File: src/rtl/alu_pkg.sv
// Shared opcodes, FSM states and width default for the ALU execute stage.
// Optional signed multiply is enabled by defining SIGNED_MUL_EN.
package alu_pkg;

  localparam int ALU_WIDTH = 16;

  localparam logic [3:0] FS_PASS_R = 4'h0;
  localparam logic [3:0] FS_PASS_S = 4'h1;
  localparam logic [3:0] FS_INC    = 4'h2;
  localparam logic [3:0] FS_DEC    = 4'h3;
  localparam logic [3:0] FS_ADD    = 4'h4;
  localparam logic [3:0] FS_SUB    = 4'h5;
  localparam logic [3:0] FS_AND    = 4'h6;
  localparam logic [3:0] FS_OR     = 4'h7;
  localparam logic [3:0] FS_XOR    = 4'h8;
  localparam logic [3:0] FS_NOT    = 4'h9;
  localparam logic [3:0] FS_SHL    = 4'hA;
  localparam logic [3:0] FS_SHR    = 4'hB;
  localparam logic [3:0] FS_MUL    = 4'hC;
  localparam logic [3:0] FS_MULS   = 4'hD;
  localparam logic [3:0] FS_ZERO   = 4'hE;

  typedef enum logic [1:0] {
    ST_IDLE = 2'd0,
    ST_MUL  = 2'd1,
    ST_DONE = 2'd2
  } state_t;

endpackage

File: src/rtl/alu_seq_multiplier.sv
// Iterative shift-add unsigned multiplier, one multiplier bit per clock.
// done is high during the final iteration; product is the value it produces.
module alu_seq_multiplier
  import alu_pkg::*;
#(
  parameter int WIDTH = ALU_WIDTH
) (
  input  logic               clk,
  input  logic               reset,
  input  logic               start,
  input  logic [WIDTH-1:0]   a,
  input  logic [WIDTH-1:0]   b,
  output logic               busy,
  output logic               done,
  output logic [2*WIDTH-1:0] product
);

  localparam int CW = $clog2(WIDTH + 1);
  localparam logic [CW-1:0] LAST = CW'(WIDTH - 1);
  localparam logic [CW-1:0] CNT1 = CW'(1);

  logic [WIDTH-1:0]   mcand;
  logic [WIDTH-1:0]   mplier;
  logic [2*WIDTH-1:0] acc;
  logic [CW-1:0]      cnt;
  logic               busy_q;
  logic [WIDTH-1:0]   addend;
  logic [WIDTH:0]     upper;

  always_comb begin
    addend  = mplier[0] ? mcand : '0;
    upper   = {1'b0, acc[2*WIDTH-1:WIDTH]} + {1'b0, addend};
    product = {upper, acc[WIDTH-1:1]};
    done    = busy_q && (cnt == LAST);
  end

  assign busy = busy_q;

  always_ff @(posedge clk) begin
    if (reset) begin
      mcand  <= '0;
      mplier <= '0;
      acc    <= '0;
      cnt    <= '0;
      busy_q <= 1'b0;
    end else if (start && !busy_q) begin
      mcand  <= a;
      mplier <= b;
      acc    <= '0;
      cnt    <= '0;
      busy_q <= 1'b1;
    end else if (busy_q) begin
      acc    <= product;
      mplier <= mplier >> 1;
      cnt    <= cnt + CNT1;
      if (done) busy_q <= 1'b0;
    end
  end

endmodule

File: src/rtl/alu_exec_unit.sv
// Execute stage: single-cycle ALU ops plus iterative multiply, registered Y/flags.
// Define SIGNED_MUL_EN to make FS=D a signed multiply; otherwise D is reserved.
module alu_exec_unit
  import alu_pkg::*;
#(
  parameter int WIDTH = ALU_WIDTH
) (
  input  logic             clk,
  input  logic             reset,
  input  logic             start,
  input  logic [3:0]       FS,
  input  logic [WIDTH-1:0] R,
  input  logic [WIDTH-1:0] S,
  output logic [WIDTH-1:0] Y_lo,
  output logic [WIDTH-1:0] Y_hi,
  output logic             C,
  output logic             N,
  output logic             Z,
  output logic             busy,
  output logic             done
);

  localparam logic [WIDTH:0]   ONE_X = {{WIDTH{1'b0}}, 1'b1};
  localparam logic [WIDTH-1:0] ONE   = {{(WIDTH-1){1'b0}}, 1'b1};

  state_t state, state_d;

  logic [WIDTH-1:0] y_lo_q, y_lo_d;
  logic [WIDTH-1:0] y_hi_q, y_hi_d;
  logic             c_q, c_d;
  logic             n_q, n_d;
  logic             z_q, z_d;

  logic [WIDTH:0]     sum;
  logic [WIDTH-1:0]   alu_y;
  logic               alu_c;
  logic               is_mul;
  logic               mul_start;
  logic               mul_busy;
  logic               mul_done;
  logic [WIDTH-1:0]   mul_a;
  logic [WIDTH-1:0]   mul_b;
  logic [2*WIDTH-1:0] mul_prod;
  logic [2*WIDTH-1:0] prod;

  always_comb begin
    sum   = '0;
    alu_y = '0;
    alu_c = 1'b0;
    unique case (FS)
      FS_PASS_R: alu_y = R;
      FS_PASS_S: alu_y = S;
      FS_INC: begin
        sum   = {1'b0, R} + ONE_X;
        alu_y = sum[WIDTH-1:0];
        alu_c = sum[WIDTH];
      end
      FS_DEC: begin
        alu_y = R - ONE;
        alu_c = |R;
      end
      FS_ADD: begin
        sum   = {1'b0, R} + {1'b0, S};
        alu_y = sum[WIDTH-1:0];
        alu_c = sum[WIDTH];
      end
      FS_SUB: begin
        sum   = {1'b0, R} + {1'b0, ~S} + ONE_X;
        alu_y = sum[WIDTH-1:0];
        alu_c = sum[WIDTH];
      end
      FS_AND: alu_y = R & S;
      FS_OR:  alu_y = R | S;
      FS_XOR: alu_y = R ^ S;
      FS_NOT: alu_y = ~R;
      FS_SHL: begin
        alu_y = {R[WIDTH-2:0], 1'b0};
        alu_c = R[WIDTH-1];
      end
      FS_SHR: begin
        alu_y = {1'b0, R[WIDTH-1:1]};
        alu_c = R[0];
      end
      default: begin
        alu_y = '0;
        alu_c = 1'b0;
      end
    endcase
  end

`ifdef SIGNED_MUL_EN
  logic neg_q, neg_d;
  logic is_muls;

  // Signed multiply runs on magnitudes; the sign is reapplied at capture.
  always_comb begin
    is_muls = (FS == FS_MULS);
    is_mul  = (FS == FS_MUL) || is_muls;
    mul_a   = (is_muls && R[WIDTH-1]) ? -R : R;
    mul_b   = (is_muls && S[WIDTH-1]) ? -S : S;
    neg_d   = neg_q;
    if (state == ST_IDLE && start && is_mul)
      neg_d = is_muls && (R[WIDTH-1] ^ S[WIDTH-1]);
    prod    = neg_q ? -mul_prod : mul_prod;
  end

  always_ff @(posedge clk) begin
    if (reset) neg_q <= 1'b0;
    else       neg_q <= neg_d;
  end
`else
  always_comb begin
    is_mul = (FS == FS_MUL);
    mul_a  = R;
    mul_b  = S;
    prod   = mul_prod;
  end
`endif

  alu_seq_multiplier #(
    .WIDTH(WIDTH)
  ) u_mul (
    .clk    (clk),
    .reset  (reset),
    .start  (mul_start),
    .a      (mul_a),
    .b      (mul_b),
    .busy   (mul_busy),
    .done   (mul_done),
    .product(mul_prod)
  );

  always_comb begin
    state_d   = state;
    mul_start = 1'b0;
    y_lo_d    = y_lo_q;
    y_hi_d    = y_hi_q;
    c_d       = c_q;
    n_d       = n_q;
    z_d       = z_q;
    unique case (state)
      ST_IDLE: begin
        if (start && is_mul) begin
          mul_start = 1'b1;
          state_d   = ST_MUL;
        end else if (start) begin
          y_lo_d  = alu_y;
          y_hi_d  = '0;
          c_d     = alu_c;
          n_d     = alu_y[WIDTH-1];
          z_d     = (alu_y == '0);
          state_d = ST_DONE;
        end
      end
      ST_MUL: begin
        // Capture the final iteration directly so done lands WIDTH+1 clocks out.
        if (mul_done) begin
          y_hi_d  = prod[2*WIDTH-1:WIDTH];
          y_lo_d  = prod[WIDTH-1:0];
          c_d     = |prod[2*WIDTH-1:WIDTH];
          n_d     = prod[2*WIDTH-1];
          z_d     = (prod == '0);
          state_d = ST_DONE;
        end
      end
      ST_DONE: state_d = ST_IDLE;
      default: state_d = ST_IDLE;
    endcase
  end

  always_ff @(posedge clk) begin
    if (reset) begin
      state  <= ST_IDLE;
      y_lo_q <= '0;
      y_hi_q <= '0;
      c_q    <= 1'b0;
      n_q    <= 1'b0;
      z_q    <= 1'b0;
    end else begin
      state  <= state_d;
      y_lo_q <= y_lo_d;
      y_hi_q <= y_hi_d;
      c_q    <= c_d;
      n_q    <= n_d;
      z_q    <= z_d;
    end
  end

  assign Y_lo = y_lo_q;
  assign Y_hi = y_hi_q;
  assign C    = c_q;
  assign N    = n_q;
  assign Z    = z_q;
  assign busy = (state == ST_MUL) && mul_busy;
  assign done = (state == ST_DONE);

endmodule

File: config.mk
export PLATFORM = sky130hd
export DESIGN_NAME = alu_exec_unit
export DESIGN_NICKNAME = d
export VERILOG_FILES = /design/src/rtl/alu_pkg.sv /design/src/rtl/alu_seq_multiplier.sv /design/src/rtl/alu_exec_unit.sv
export SDC_FILE = /design/constraint.sdc
export NUM_CORES = 1
export LEC_CHECK = 0
export CAP_MARGIN = 25
export CORE_AREA = 2 2 126 128
export DETAILED_ROUTE_END_ITERATION = 10
export DIE_AREA = 0 0 128 130
export PLACE_DENSITY = 0.81
export SLEW_MARGIN = 20
export SYNTH_ARGS = -nofsm -noshare
export SYNTH_HDL_FRONTEND = slang
export SYNTH_SLANG_ARGS = --single-unit
File: constraint.sdc
create_clock -name clk -period 6.2 [get_ports clk]
set_input_delay 0.93 -clock clk [delete_from_list [all_inputs] [get_ports clk]]
set_output_delay 0.93 -clock clk [all_outputs]
set_load 0.02 [all_outputs]
==> results.txt, run 1 <==
Detailed placement ended at an HPWL of 23.2 mm. The routed via count divided by cell count came out at 6.85. Across every metal layer, demand over resource in global routing totals 37.5%. The signed area change from the synthesized netlist to the final layout came out at 12.8%. The sum of negative setup slack is 0 ps. The number of global-route vias before repair was 8779. The first-pass iteration count of the detailed router is 6. The area of the core region is 15400 um2. The share of flip-flops with an asynchronous set or reset came out at 0%. The pin count of the biggest net entering global routing came out at 72. The required time reported for the critical path endpoint is 6480 ps.

The worst hold path passes through 2 cells. The setup check on the worst reg-to-reg path leaves a slack of 2240 ps. The number of fill cells came out at 1387. The number of flops mapped to enable cells by yosys is 0. The gate count of the mapped netlist is 1209. The max-cap check violation count is 0. Post-CTS repair changed the size of 0 cells.

Routability-driven placement finished with a final weighted congestion of 1.08. After synthesis, the mean cell area works out to 7.43 um2. In this run the horizontal extent of the chip is 128 um. In the layout the commonest cells are sky130_fd_sc_hd__nor2_1, sky130_fd_sc_hd__nand2_1, sky130_fd_sc_hd__dfxtp_1, sky130_fd_sc_hd__a21oi_1, sky130_fd_sc_hd__clkdlybuf4s50_1. In this run the worst hold path is classified as reg2reg.

The worst slew slack as a fraction of its limit came out at 32.9%. The sum of overflow across all layers after global routing came out at 0. The count of cells in the finished layout, fillers not included, comes to 1421. After synthesis, the cell types taking the most area are sky130_fd_sc_hd__dfxtp_1, sky130_fd_sc_hd__ha_1, sky130_fd_sc_hd__mux2i_1. The net total in the final layout came out at 1338.

The clock-pin slew of the registers on the worst-case setup and hold paths is 70 ps. The count of standard-cell rows came out at 46. The share of the yosys chip area belonging to registers came out at 23.6%. The insertion delay to the later sink of the worst-skew pair came out at 360 ps. At the pin with the least slew margin, the transition time is 1000 ps.

Hold repair after CTS inserted 0 buffers. For this run, the leading register cell type out of synthesis is sky130_fd_sc_hd__dfxtp_1. Of the post-synthesis cell area, the dominant cell type holds 23.6%. Synthesis inferred 106 register bits. The number of hold violations in the final report came out at 0.

The number of remaining DRC errors came out at 0. By instance count, the cell type seen most on the critical path is sky130_fd_sc_hd__nor4_1. The peak supply drop came out at 143 uV. Setup violations remaining at the end of the flow were counted as 0. The antenna diode count is 0. The die outline height is 130 um. The post-CTS setup buffer count is 0.

The register area came out at 2130 um2. The initial core utilization came out at 58.2%. In the final routed layout, each cell accounts on average for 22.2 um. Summed over all instances, the cell type with the most area after synthesis is sky130_fd_sc_hd__dfxtp_1. The area of the mapped netlist is 8980 um2.

Counting every net in the synthesized netlist gives 1323. The library cell used most frequently in the layout, excluding fill and tap cells, is sky130_fd_sc_hd__nor2_1. The count of cell types in the netlist came out at 71. The buffer depth of the longest clock path is 2. The critical path is of the in2reg type. Setup repair after global routing left no endpoint under its margin. The first global-routing pass estimated 48.6 mm of wire.

The kind of capture point of the worst setup path is a flop. Clock tree synthesis found a total of 106 sinks. The initial DRC count is 895. Counting the buffers created by CTS gives 9.

The overall via count from detail_route is 9739. In the final layout, the multi-input gates occupy 6330 um2. Once detail routing completed, the nets flagged for antenna violations numbered 0. The slowest stage cell on the critical path is sky130_fd_sc_hd__clkdlybuf4s50_1. The number of max-slew violations in the final report came out at 0. The data arrival time of the worst path is 4960 ps. The initial antenna violation count came out at 0. The minimum period implied by the final worst setup slack came out at 4680 ps.

The largest stage delay on the critical path came out at 770 ps. The root cell of the clock tree is sky130_fd_sc_hd__clkbuf_16. The timing-limited maximum frequency is 0.214 GHz. The top-level I/O count came out at 76. The ratio of final minimum period to clock period is 75.5%. Input and output buffers added on the ports amount to 75. The number of placed instances, taps included, is 1405. Clock skew on the completed layout was measured at 17.2 ps. The count of synthesis-stage warnings from yosys is 0. TritonCTS built the clock tree.

The share of layout cells above drive strength 1 is 4.64%. The area of the die came out at 16600 um2. The run finished with clean final reports. Walking the worst path, the cells encountered are clkdlybuf4s50_1 -> clkinv_1 -> nand2_1 -> o22ai_1 -> a221oi_1 -> or4b_1 -> nor4_1 -> nand4b_1 -> nor4_1 -> o2bb2ai_1. The analysis attributes to cell leakage a power of 3.82 nW. The biggest fanout along the worst timing path is 17. The kind of start point of the critical path is an input pin. The worst reg-to-reg path cell count is 12. The power density normalized to cell area came out at 177 nW/um2. The H-tree was split into 3 levels. The wire length reported by the detailed router came out at 31.5 mm.
## registers in the layout, indices dropped and copies added (netlist names)
| register | flops |
|---|---|
| u_mul.cnt | 5 |
| N | 1 |
| state | 2 |
| u_mul.acc | 31 |
| u_mul.mplier | 16 |
| Y_lo | 16 |
| u_mul.busy | 1 |
| u_mul.mcand | 16 |
| Z | 1 |
| C | 1 |
| Y_hi | 16 |
## logic make-up after synthesis
kind of cell	synth area share, %
buffers and inverters	6.38
adder cells (fa/ha/maj)	10.7
flip-flops	23.6
AND/OR/NAND/NOR	22.4
XOR/XNOR	3.51
AO/OA/AOI/OAI	27.2
multiplexers	6.24
## per-layer routing
layer	wire (um)	vias to the layer above	track usage (%)
li1	-	4460	-
met1	12400	4559	47.0
met2	14100	588	60.0
met3	2900	132	6.89
met4	2160	0	23.1
met5	0	-	0
## power breakdown
part           internal [mW]  switching (mW)  leakage [nW]
combinational          0.172           0.308          2.81
sequential             0.694          0.0111         0.858
clock                  0.323           0.290         0.156
## Yosys cell counts (11+ instances only)
cell type	n
sky130_fd_sc_hd__buf_2	11
sky130_fd_sc_hd__clkbuf_1	74
sky130_fd_sc_hd__a22oi_1	23
sky130_fd_sc_hd__xnor2_1	29
sky130_fd_sc_hd__inv_1	54
sky130_fd_sc_hd__o21ai_0	55
sky130_fd_sc_hd__a31oi_1	11
sky130_fd_sc_hd__and2_1	18
sky130_fd_sc_hd__a21o_1	11
sky130_fd_sc_hd__o22ai_1	18
sky130_fd_sc_hd__nand3_1	15
sky130_fd_sc_hd__ha_1	72
sky130_fd_sc_hd__mux2i_1	56
sky130_fd_sc_hd__nor3_1	33
sky130_fd_sc_hd__nand2_1	109
sky130_fd_sc_hd__dfxtp_1	106
sky130_fd_sc_hd__nand2b_1	15
sky130_fd_sc_hd__nor2b_1	16
sky130_fd_sc_hd__nor2_1	143
sky130_fd_sc_hd__a221oi_1	15
sky130_fd_sc_hd__nand4_1	12
sky130_fd_sc_hd__o221ai_1	15
sky130_fd_sc_hd__a21oi_1	105
sky130_fd_sc_hd__nor4_1	21
sky130_fd_sc_hd__a211oi_1	18
sky130_fd_sc_hd__o211ai_1	13
## final cells by class
class,count,share of cell area [%]
multi-input cells,954,62.5
flip-flops and latches,106,21.0
repair buffers,96,8.92
well taps,192,2.37
clock buffers,9,2.22
inverters,57,2.11
clock inverters,7,0.865
## worst max-delay path: cells and delay by family
kind | cells | cell delay, ps
buf+inv | 2 | 1460
simple gates | 5 | 1800
compound gates | 3 | 750
## per-stage QoR
stage | setup WS [ps] | power (mW) | util [%] | hold WS (ps) | area, um2
global route | 1330 | 1.87 | 65.7 | 472 | 10100
CTS | 1700 | 1.79 | 65.6 | 455 | 10100
detailed placement | 1340 | 1.18 | 63.6 | 445 | 9810
global placement | 1370 | 1.18 | 63.6 | 437 | 9810
finish | 1520 | 1.80 | 65.7 | 454 | 10100
floorplan | 2450 | 1.02 | - | 432 | 8980
## final timing paths
kind	from	endpoint
worst max register to register	u_mul.mplier[0]$_SDFFE_PP0P_	C$_SDFFE_PP0P_
worst min-delay path	Y_lo[13]$_SDFFE_PP0P_	Y_lo[13]$_SDFFE_PP0P_
worst min register to register	Y_lo[13]$_SDFFE_PP0P_	Y_lo[13]$_SDFFE_PP0P_
worst max-delay path	FS[0]	Z$_SDFFE_PP0P_
Power figures use the tool's default switching activity.
==> inputs of run 2 (changes only) <==
clock period = 4.4 ns   (was 6.2 ns; I/O delays follow)
==> run 2 against run 1 <==
Effect of this change: sequential power grew 41%; via count grew 0.30%; register-to-register slack got worse by 1700 ps; final cell count up 2.9%; sequential share of layout area fell by 0.70 points; clock power increased by 53%; routed wire length rose by 5.8%; critical path type unchanged; critical endpoint unchanged; largest cell class unchanged.
==> results.txt, run 2 (synthesized netlist as in run 1, its figures left out) <==
The run finished with clean final reports. The proportion of total power due to net switching came to 33.3% (-0.56 points). In this run the most critical hold path is launched from u_mul.mcand[0]$_SDFFE_PP0P_.

The clock-pin slew of the registers on the worst-case setup and hold paths came out at 80 ps (about the same). The die outline height was 130 um (unchanged). The pin count of the biggest net entering global routing is 75 (+4.2%). The initial core utilization came out at 58.2% (unchanged). The number of placed cells counting well taps came out at 1446 (+2.9%). The die extent in x is 128 um (unchanged). The share of total power in sequential cells was 37.5% (-1.7 points). The peak supply drop came out at 220 uV (+53%).

The wire length reported by the detailed router came out at 33.4 mm (+5.8%). The worst setup path is captured at a flop. The post-CTS setup buffer count is 0 (unchanged). The leakage power summed over all cells came out at 4.04 nW (+5.5%). The required time reported for the critical path endpoint is 4690 ps (-1790 ps).

The worst hold path stage count came out at 2 (unchanged). The initial antenna violation count came out at 0 (unchanged). The final setup slack of the worst path came out at 431 ps (-1090 ps).

The number of levels the H-tree was split into is 3 (unchanged). The overall power is 2.65 mW (+47%). The net switching power came out at 0.882 mW (+45%).

The library cell used most frequently in the layout, excluding fill and tap cells, is sky130_fd_sc_hd__nor2_1. The TritonCTS buffer count was 9 (unchanged). The data arrival time of the worst path came out at 4260 ps (-700 ps).

The summed area of non-filler cells in the final layout was 10500 um2 (+3.5%). The half-perimeter wire length of the detailed placement result is 24.7 mm (+6.2%). In the layout the commonest cells are sky130_fd_sc_hd__nor2_1, sky130_fd_sc_hd__nand2_1, sky130_fd_sc_hd__dfxtp_1, sky130_fd_sc_hd__a21oi_1, sky130_fd_sc_hd__clkdlybuf4s50_1. The post-route non-filler standard cell count is 1462 (+2.9%). The buffer depth of the longest clock path came out at 2 (unchanged). The worst setup path is of the in2reg kind. The worst register-to-register path begins at u_mul.mplier[0]$_SDFFE_PP0P_. The routed via count divided by cell count is 6.68 (-2.5%). The top register by number of flip-flops is u_mul.acc.

The share of layout cells above drive strength 1 is 7.64% (+3.0 points). The overall via count from detail_route came out at 9768 (+0.30%). The first-pass iteration count of the detailed router came out at 6 (unchanged). The flip-flop count of the largest register, all copies and words added came out at 31 (unchanged). The internal power is 1.76 mW (+48%).

The wire length of the first global-routing pass is 51.0 mm (+4.8%). The number of hold violations in the final report came out at 0 (unchanged). The TritonCTS clock tree is done. The biggest fanout along the worst timing path came out at 8 (-9). The number of max-slew violations in the final report is 0 (unchanged). The placement-stage cell area is 10100 um2 (+3.3%). The initial DRC count was 996 (+11%).

The utilization after layout was 68.0% (+2.3 points). The antenna diode count came out at 0 (unchanged). The area of the die is 16600 um2 (unchanged). The detailed-route wire length per cell came to 22.8 um (+2.8%). The number of resized instances in the post-cts repair step is 0 (unchanged). The worst reg-to-reg path cell count was 12 (unchanged). The sum of negative setup slack is 0 ps (unchanged). The max-cap check violation count is 0 (unchanged). The part of the power in the clock network is 35.5% (+1.4 points). The signed area change from the synthesized netlist to the final layout is 16.7%. In this run the critical register-to-register path is captured at C$_SDFFE_PP0P_. The slew at the pin closest to its max-slew limit came to 1020 ps (+20.0 ps). The final antenna-violating net count came to 0 (unchanged).

The area of the core region came out at 15400 um2 (unchanged). The slack of the worst reg-to-reg path is 570 ps (-1670 ps). The count of standard-cell rows is 46 (unchanged).

The sum of overflow across all layers after global routing was 0 (unchanged). The number of remaining DRC errors is 0 (unchanged). The hold buffer count at cts is 0 (unchanged).

The net total in the final layout came to 1379 (+3.1%). The power density normalized to cell area is 253 nW/um2 (+42%). The power share of the combinational group is 27.1% (+0.4 points). Dividing the final minimum period by the clock period gives 90.2%. The worst setup path is launched from an input pin.

For hold timing, the worst endpoint is u_mul.mcand[0]$_SDFFE_PP0P_. The final-layout worst hold slack was 453 ps (-0.698 ps). The worst path needs 3970 ps of the cycle, external delays included.

The tree is rooted in a sky130_fd_sc_hd__clkbuf_16. The setup-violating endpoint count in the final report came out at 0 (unchanged). The final weighted congestion of routability-driven global placement was 1.00 (-7.3%). The worst setup slack before clock tree synthesis is 167 ps (-1170 ps). The TritonCTS sink count was 106 (unchanged). Setup repair after global routing left no endpoint under its margin. The overall global routing resource usage is 39.7% (+2.2 points). The top-level I/O count is 76 (unchanged). The clock skew came to 19.0 ps (+1.79 ps).

The insertion delay to the later sink of the worst-skew pair came out at 370 ps (about the same). The worst slew slack as a fraction of its limit is 31.5% (-1.3 points). The worst hold path belongs to the class reg2reg.

The number of port buffers came to 75 (unchanged). The number of global-route vias before repair is 9125 (+3.9%). The timing-limited maximum frequency came out at 0.252 GHz.
[run 2: cell count changes in the layout (fill, tap and decap cells not counted)]
cell                        previous run  this run
sky130_fd_sc_hd__buf_4                21        60
sky130_fd_sc_hd__buf_12                0         2
sky130_fd_sc_hd__clkinv_2              2         0
sky130_fd_sc_hd__bufinv_16             1         2
sky130_fd_sc_hd__clkinv_4              0         1
sky130_fd_sc_hd__inv_6                 1         0
sky130_fd_sc_hd__inv_8                 2         3
sky130_fd_sc_hd__nor3b_1               3         4
sky130_fd_sc_hd__nor3b_2               1         0
sky130_fd_sc_hd__nor4b_2               0         1
sky130_fd_sc_hd__nor4b_4               1         0
[run 2: worst max path at each step]
| stage | from | endpoint | slack, ps | cells after the start |
|---|---|---|---|---|
| floorplan | R[1] | Z$_SDFFE_PP0P_ | 920 | 12 |
| global placement | R[0] | Z$_SDFFE_PP0P_ | 210 | 15 |
| detailed placement | R[0] | Z$_SDFFE_PP0P_ | 170 | 13 |
| CTS | R[0] | Z$_SDFFE_PP0P_ | 540 | 15 |
| global route | R[0] | Z$_SDFFE_PP0P_ | 140 | 15 |
| finish | R[0] | Z$_SDFFE_PP0P_ | 430 | 15 |
[run 2: critical path, stage by stage]
cell and delay, ps:
sky130_fd_sc_hd__clkdlybuf4s50_1 610, sky130_fd_sc_hd__inv_1 160, sky130_fd_sc_hd__ha_1 180, sky130_fd_sc_hd__inv_1 50, sky130_fd_sc_hd__fa_1 420, sky130_fd_sc_hd__nor2b_1 160, sky130_fd_sc_hd__o21ai_0 240, sky130_fd_sc_hd__nand4_1 240
sky130_fd_sc_hd__a311oi_1 390, sky130_fd_sc_hd__buf_4 190, sky130_fd_sc_hd__o41ai_1 90, sky130_fd_sc_hd__a211oi_1 360, sky130_fd_sc_hd__o21ai_0 170, sky130_fd_sc_hd__nor3_1 210, sky130_fd_sc_hd__o2bb2ai_1 140
[run 2: power by group through the flow]
stage               clock network, mW  registers (mW)  logic [mW]
floorplan                           0            1.03       0.404
global placement                    0            1.01       0.690
detailed placement                  0            1.01       0.691
CTS                             0.953           0.991       0.695
global route                    0.989           0.993       0.762
finish                          0.939           0.992       0.716
[run 2: metal layers]
metal | GRT usage, % | vias up | part of all wire (%)
met4 | 19.3 | 0 | 5.2
met3 | 7.38 | 112 | 9.6
met5 | 0 | - | 0
met1 | 50.0 | 4576 | 39
met2 | 65.8 | 563 | 46
li1 | - | 4517 | -
[run 2: layout make-up]
type | count | area, um2
multi-input cells | 954 | 6320
inverters | 57 | 214
repair buffers | 137 | 1240
flip-flops and latches | 106 | 2130
clock buffers | 9 | 225
fillers | 1355 | 4940
clock inverters | 7 | 119
well taps | 192 | 240
